===== config.mk =====
export PLATFORM = sky130hd
export DESIGN_NAME = if_fetch_unit
export DESIGN_NICKNAME = d
export VERILOG_FILES = /design/src/rtl/fetch_pkg.sv /design/src/rtl/fetch_pc_gen.sv /design/src/rtl/if_fetch_unit.sv
export SDC_FILE = /design/constraint.sdc
export NUM_CORES = 1
export LEC_CHECK = 0
export CAP_MARGIN = 20
export CORE_UTILIZATION = 44
export DETAILED_ROUTE_END_ITERATION = 8
export HOLD_SLACK_MARGIN = 0.06
export PLACE_DENSITY = 0.9
export SYNTH_ARGS = -nofsm -noshare
export SYNTH_HDL_FRONTEND = slang
export SYNTH_SLANG_ARGS = --single-unit

===== constraint.sdc =====
create_clock -name clk -period 3.7 [get_ports clk]
set_input_delay 1.11 -clock clk [delete_from_list [all_inputs] [get_ports clk]]
set_output_delay 1.11 -clock clk [all_outputs]
set_load 0.005 [all_outputs]

===== src/rtl/fetch_pkg.sv =====
// Shared types and constants for the instruction-fetch front end.
package fetch_pkg;

    localparam int XLEN = 32;
    localparam logic [XLEN-1:0] PC_INC = 32'd4;

    typedef enum logic [1:0] {
        IDLE = 2'd0,
        REQ  = 2'd1,
        WAIT = 2'd2,
        DONE = 2'd3
    } fetch_state_e;

endpackage


===== src/rtl/fetch_pc_gen.sv =====
// PC register and next-PC selection: hold, sequential +4, or word-aligned redirect.
module fetch_pc_gen
    import fetch_pkg::*;
#(
    parameter int              XLEN     = 32,
    parameter logic [XLEN-1:0] RESET_PC = '0
) (
    input  logic            clk,
    input  logic            rst,
    input  logic            advance,
    input  logic            redirect,
    input  logic [XLEN-1:0] redirect_pc,
    output logic [XLEN-1:0] pc,
    output logic [XLEN-1:0] pc4
);

    logic [XLEN-1:0] pc_reg;
    logic [XLEN-1:0] pc_next;

    // Redirect wins over sequential advance; the low two bits are always cleared.
    always_comb begin
        pc_next = pc_reg;
        if (redirect) begin
            pc_next = {redirect_pc[XLEN-1:2], 2'b00};
        end else if (advance) begin
            pc_next = pc_reg + XLEN'(PC_INC);
        end
    end

    // PC register.
    always_ff @(posedge clk or posedge rst) begin
        if (rst) begin
            pc_reg <= RESET_PC;
        end else begin
            pc_reg <= pc_next;
        end
    end

    assign pc  = pc_reg;
    assign pc4 = pc_reg + XLEN'(PC_INC);   // wraps naturally at the top of the address space

endmodule


===== src/rtl/if_fetch_unit.sv =====
// Instruction-fetch front end: one outstanding request at a time, redirect with
// in-flight kill. Optional performance counters are enabled by FETCH_PERF_CNT_EN.
module if_fetch_unit
    import fetch_pkg::*;
#(
    parameter logic [31:0] RESET_PC = 32'h0000_0000,
    parameter int          XLEN     = 32
) (
    input  logic            clk,
    input  logic            rst,
    input  logic            hazard_stall,
    input  logic            redirect,
    input  logic [XLEN-1:0] redirect_pc,
    output logic            im_req_valid,
    input  logic            im_req_ready,
    output logic [XLEN-1:0] im_req_addr,
    input  logic            im_rsp_valid,
    input  logic [XLEN-1:0] im_rsp_data,
    output logic [XLEN-1:0] pc_o,
    output logic [XLEN-1:0] pc4_o,
    output logic [XLEN-1:0] inst_o,
`ifdef FETCH_PERF_CNT_EN
    output logic [31:0]     perf_stall_cnt,
    output logic [31:0]     perf_kill_cnt,
`endif
    output logic            mem_stall_o
);

    fetch_state_e    state_reg, state_next;
    logic            kill_reg, kill_next;
    logic [XLEN-1:0] inst_reg, inst_next;
    logic            advance;
    logic            rsp_drop;
    logic [XLEN-1:0] pc;
    logic [XLEN-1:0] pc4;

    fetch_pc_gen #(
        .XLEN     (XLEN),
        .RESET_PC (XLEN'(RESET_PC))
    ) u_pc_gen (
        .clk         (clk),
        .rst         (rst),
        .advance     (advance),
        .redirect    (redirect),
        .redirect_pc (redirect_pc),
        .pc          (pc),
        .pc4         (pc4)
    );

    // Next-state logic; a redirect in any state moves the PC (handled in fetch_pc_gen)
    // and here decides whether the in-flight or just-accepted fetch must be discarded.
    always_comb begin
        state_next = state_reg;
        kill_next  = kill_reg;
        inst_next  = inst_reg;
        advance    = 1'b0;
        rsp_drop   = 1'b0;
        unique case (state_reg)
            IDLE: begin
                state_next = REQ;
            end
            REQ: begin
                if (im_req_ready) begin
                    state_next = WAIT;
                    kill_next  = redirect;   // accepted request targets the stale PC
                end
            end
            WAIT: begin
                if (im_rsp_valid) begin
                    if (kill_reg || redirect) begin
                        rsp_drop   = 1'b1;
                        kill_next  = 1'b0;
                        state_next = REQ;
                    end else begin
                        inst_next  = im_rsp_data;
                        state_next = DONE;
                    end
                end else if (redirect) begin
                    kill_next = 1'b1;
                end
            end
            DONE: begin
                if (redirect) begin
                    state_next = REQ;
                end else if (!hazard_stall) begin
                    advance    = 1'b1;
                    state_next = REQ;
                end
            end
            default: begin
                state_next = IDLE;
            end
        endcase
    end

    // FSM, kill flag and instruction register.
    always_ff @(posedge clk or posedge rst) begin
        if (rst) begin
            state_reg <= IDLE;
            kill_reg  <= 1'b0;
            inst_reg  <= '0;
        end else begin
            state_reg <= state_next;
            kill_reg  <= kill_next;
            inst_reg  <= inst_next;
        end
    end

    assign im_req_valid = (state_reg == REQ);
    assign im_req_addr  = pc;
    assign pc_o         = pc;
    assign pc4_o        = pc4;
    assign inst_o       = inst_reg;
    assign mem_stall_o  = (state_reg != DONE);

`ifdef FETCH_PERF_CNT_EN
    logic [31:0] stall_cnt_reg;
    logic [31:0] kill_cnt_reg;

    // Saturating counters for memory stall cycles and discarded responses.
    always_ff @(posedge clk or posedge rst) begin
        if (rst) begin
            stall_cnt_reg <= '0;
            kill_cnt_reg  <= '0;
        end else begin
            if (mem_stall_o && (state_reg != IDLE) && (stall_cnt_reg != 32'hFFFF_FFFF)) begin
                stall_cnt_reg <= stall_cnt_reg + 32'd1;
            end
            if (rsp_drop && (kill_cnt_reg != 32'hFFFF_FFFF)) begin
                kill_cnt_reg <= kill_cnt_reg + 32'd1;
            end
        end
    end

    assign perf_stall_cnt = stall_cnt_reg;
    assign perf_kill_cnt  = kill_cnt_reg;
`else
    logic unused_drop;
    assign unused_drop = rsp_drop;
`endif

endmodule


After elaboration in Yosys (flattened, before gate mapping)
Index checks and enable logic that the tools add are counted.
{"block": "word_totals", "input_bits": 70, "ramBits": 0, "output_inout_bits": 130, "mem_count": 0, "wordCells": 38, "register_bits": 67, "mem_bits_ro": 0, "latch_bits": 0}
{"block": "op_classes", "addsub": 1, "bitwise_logic": 1, "reduce_logical": 7, "shifts": 0, "div_mod_pow": 0, "muxes": 16, "eq_ne": 9, "n_lt_le_gt_ge": 0, "multipliers": 0}
{"op": "2-to-1 mux 32 bit", "n": 2}
{"op": "adder 32 x 3 -> 32 bit (second input constant)", "n": 1}
{"op": "2-to-1 mux 2 bit", "n": 5}
{"op": "inequality test 3 bit (second input constant)", "n": 3}
{"op": "case mux 2 bit (4 select lines)", "n": 1}
{"op": "2-to-1 mux 1 bit", "n": 7}
{"op": "AND reduction 3 bit", "n": 2}
{"op": "equality test 2 bit (second input constant)", "n": 2}
{"op": "inequality test 2 bit (second input constant)", "n": 2}
{"op": "AND reduction 4 bit", "n": 1}
{"op": "nonzero test 2 bit", "n": 2}
{"op": "equality test 2 x 1 -> 1 bit (second input constant)", "n": 1}
{"op": "zero test 2 bit", "n": 1}
{"op": "inequality test 2 x 1 -> 1 bit (second input constant)", "n": 1}
{"op": "case mux 1 bit (2 select lines)", "n": 1}
{"op": "logical OR 1 bit", "n": 1}
{"op": "NOT 1 bit", "n": 1}

Longest topological paths before layout
{"block": "logic_depth", "ltp_word": 5, "depth_mapped": 6, "mapped_depth_nobuf": 6}

Cells and area by module
Synthesis repeated with hierarchy kept, for this count alone.
{"block": "hier_totals", "hier_cells": 414, "hier_area_um2": 4002.6}
{"mod": "fetch_pc_gen", "area_per_inst_um2": 2303.5, "instances": 1, "cells_each": 288, "seq_area_each_um2": 750.7}
{"mod": "if_fetch_unit", "area_per_inst_um2": 1699.1, "instances": 1, "cells_each": 126, "seq_area_each_um2": 875.8}

Worst setup path before layout
Ideal clock, no wire load.
{"block": "synth_timing", "path_kind": "reg2out", "from": "reg u_pc_gen.pc_reg[2], in the netlist u_pc_gen.pc[2]", "to": "out pc4_o[30]", "slack_ns": 0.904, "required_time_ns": 2.590, "path_buffers": 1, "arrival_time_ns": 1.686, "path_stages_with_launch": 7, "path_cell_list": "dfrtp_1 -> ha_1 -> and3_4 -> nand4_2 -> buf_6 -> or3_1 -> xnor2_1"}
{"block": "synth_between", "elab_chain_len": 1}
{"item": "from (decl)", "line_no": "fetch_pc_gen.sv:17", "source": "logic [XLEN-1:0] pc_reg;"}
{"item": "from (signal assigned)", "line_no": "fetch_pc_gen.sv:35", "source": "pc_reg <= pc_next;"}
{"item": "adder 32 x 3 -> 32 bit", "line_no": "fetch_pc_gen.sv:40", "source": "assign pc4 = pc_reg + XLEN'(PC_INC);"}
{"item": "to (decl)", "line_no": "if_fetch_unit.sv:20", "source": "output logic [XLEN-1:0] pc4_o,"}
No other way between the ends.

Final worst setup path
{"block": "layout_timing", "from": "reg u_pc_gen.pc_reg[23], in the netlist u_pc_gen.pc[23]", "to": "out pc4_o[30]"}
Same word-level chain as after synthesis.

==> impl_metrics.py <==
metrics = {
    "final_layout": {
        "layout_common_cells": "191 x clkdlybuf4s50_1, 57 x dfrtp_1, 33 x nand2_1, 33 x mux2_2, 26 x xnor2_1",
        "fin_util": 0.690,
        "largest_reg_flops": 32,
        "insertedDiodeCount": 0,
        "final_common_cell": "clkdlybuf4s50_1",
        "fin_nets": 651,
        "drive_gt1_frac": 0.158,
        "area_growth_syn_to_layout_pct": 49.6,
    },
    "timing": {
        "finalSetupViolCount": 0,
        "clock-skew-final_ns": 0.0102,
        "final_hold_viol_count": 0,
        "worst_slack_ns": 0.108,
        "hold_slack_ns": 0.510,
        "finalMaxSlewViolations": 0,
        "slew_headroom": 0.435,
        "rsz0062_at_grt": "no",
        "finalCriticalPeriod_ns": 3.59,
        "fin_crit_sh": 0.971,
        "max_freq_mhz": 278,
        "finalSetupTns_ns": 0,
        "worstMarginPinSlew_ns": 0.847,
    },
    "min_path": {
        "hp-class": "reg -> reg",
    },
    "clocking": {
        "clockBufferDepth": 2,
        "cts_buffers": 9,
        "h-tree-depth": 3,
        "cts_tree": "done",
        "clkTransAtPathRegs_ns": 0.08,
        "cts_sinks": 65,
        "clk_latency_ns": 0.34,
        "clockRootBuffer": "clkbuf_8",
    },
    "setup_path": {
        "r2r_end": "u_pc_gen.pc[26]",
        "r2r_cells": 5,
        "worst_ep_required_time_ns": 2.59,
        "cp_max_fo": 10,
        "crit_end": "pc4_o[30]",
        "reg2reg_slack_ns": 1.65,
        "r2r-start": "state_reg[1]",
        "critPathArrivalTime_ns": 2.48,
        "cp-start-kind": "flip-flop",
        "crit_type": "reg -> out",
        "cp-startpoint": "u_pc_gen.pc[23]",
        "critical_path.endpoint_type": "output port",
    },
    "synth": {
        "postSynthCellCount": 415,
        "async_flop_share": 1.00,
        "synthTopCellsByArea": "dfrtp_1 40%, mux2_2 9.1%, buf_4 7.2%, xnor2_1 5.6%, nand2_1 3.0%",
        "avgSynthCellArea_um2": 9.84,
        "ys_seq_elements": 65,
        "ys_types": 53,
        "synth-edff-count": 0,
        "syn-cell-area_um2": 4080,
        "synth.top_cell.area_share": 0.398,
        "synth_warnings": 0,
        "yosys.area.top_type": "dfrtp_1",
        "seq_area_frac_synth": 0.398,
        "synth_ff_type": "dfrtp_1",
    },
    "job": {
        "cap_violations": 0,
    },
    "floorplan": {
        "ioPinCount": 200,
        "die_w_um": 98.3,
        "start_util": 0.462,
        "core_area_um2": 8850,
        "dieArea_um2": 9670,
        "dieHeight_um": 98.3,
        "rows": 34,
    },
    "drt": {
        "drt-initial-drc-count": 191,
        "vias": 3782,
        "vias_per_cell": 5.48,
        "wl_um": 11800,
        "postRouteAntennaNets": 0,
        "drcViolationCount": 11,
        "firstDrtPassIters": 7,
        "wl_per_cell_um": 17.1,
    },
    "global_routing": {
        "grt_first_pass_wirelength_um": 18800,
        "grt_remaining_overflow": 0,
        "grt_max_degree": 38,
        "gr-usage-all-layers": 0.248,
        "grt_pass1_vias": 3679,
        "antenna_found_initial": 0,
    },
    "pwr": {
        "p_total_mw": 2.85,
        "p_leak_nw": 2.46,
        "power.density_nw_per_um2": 466,
        "ir_worst_vdd_v": 0.000312,
    },
    "status": {
        "status": "finished, violations left",
        "violations": "design-rule violations",
    },
    "placed_design": {
        "port_buffers": 191,
        "post-dp-hpwl_um": 8920,
        "gp_congestion": 0.779,
        "dpl_worst_slack_ns": 0.366,
    },
}
[critical path: stages (launching register included)]
cell and delay, ns:
dfrtp_1 0.53, and4_1 0.39, nand4_1 0.20, or3_1 0.37
xnor2_1 0.14, clkdlybuf4s50_1 0.52
[metal layers]
| metal | vias up | global-route usage | share of wire |
|---|---|---|---|
| met5 | - | 0 | 0 |
| met4 | 0 | 0.107 | 0.028 |
| met3 | 31 | 0.0530 | 0.068 |
| met2 | 178 | 0.436 | 0.51 |
| met1 | 1830 | 0.293 | 0.39 |
| li1 | 1743 | - | - |
[metrics by stage]
step                      instances  cell area, µm²
after floorplan                 420            4100
after global placement          670            5820
after detailed placement        670            5820
after CTS                       686            6050
after global routing            690            6110
final                           690            6110
[logic make-up after synthesis]
group           Yosys count  synth area share
xor+xnor                 39            0.0836
other cells               1          0.000918
compound gates           50            0.0775
simple gates            145             0.209
flops                    65             0.398
fa+ha+maj                 4            0.0123
buf+inv                  75             0.120
mux                      36            0.0983
[layout make-up]
type / instances / area (µm²)
multi-input combinational: 280 / 2020
inverter: 13 / 48.8
clock inverter: 6 / 91.3
clock buffer: 10 / 128
fill: 692 / 2740
tap: 108 / 135
sequential: 65 / 1640
timing repair buffer: 208 / 2050
[synth_stat cells (6+ instances only)]
| library cell | count |
|---|---|
| xor2_1 | 13 |
| o21ai_0 | 17 |
| and4_1 | 10 |
| buf_4 | 39 |
| a31oi_1 | 15 |
| clkbuf_1 | 6 |
| o31ai_1 | 8 |
| xnor2_1 | 26 |
| nand4_1 | 12 |
| dfrtp_1 | 65 |
| inv_1 | 13 |
| mux2_2 | 33 |
| nor2_1 | 23 |
| nand2_1 | 33 |
| nand3_1 | 16 |
| buf_2 | 8 |
| nor3_1 | 11 |
| or4_1 | 8 |
[report_power, final]
| part | total, mW | switching, mW | leakage (nW) | internal [mW] |
|---|---|---|---|---|
| combinational | 1.10 | 0.372 | 1.57 | 0.728 |
| clock | 0.672 | 0.288 | 0.111 | 0.383 |
| sequential | 1.07 | 0.165 | 0.785 | 0.909 |
| total | 2.85 | 0.826 | 2.46 | 2.02 |
[how the worst min path moves through the flow]
stage,endpoint,cells past startpoint,slack (ns),start
2_1_floorplan,inst_o[0],1,0.51,inst_o[0]
3_3_place_gp,inst_o[15],1,0.49,inst_o[15]
3_5_place_dp,inst_o[19],1,0.50,inst_o[19]
4_1_cts,inst_o[16],1,0.51,inst_o[16]
5_1_grt,inst_o[31],1,0.52,inst_o[31]
6_report,inst_o[1],1,0.51,inst_o[1]
[what timing repair did]
action / CTS / global route
hold buffers: 0 / 0
pin swaps: 0 / 2
setup endpoints to repair: 2 / 17
buffers inserted: 0 / 4
resized for setup: 1 / 12
Note: power is estimated with default switching activity, not from simulation.
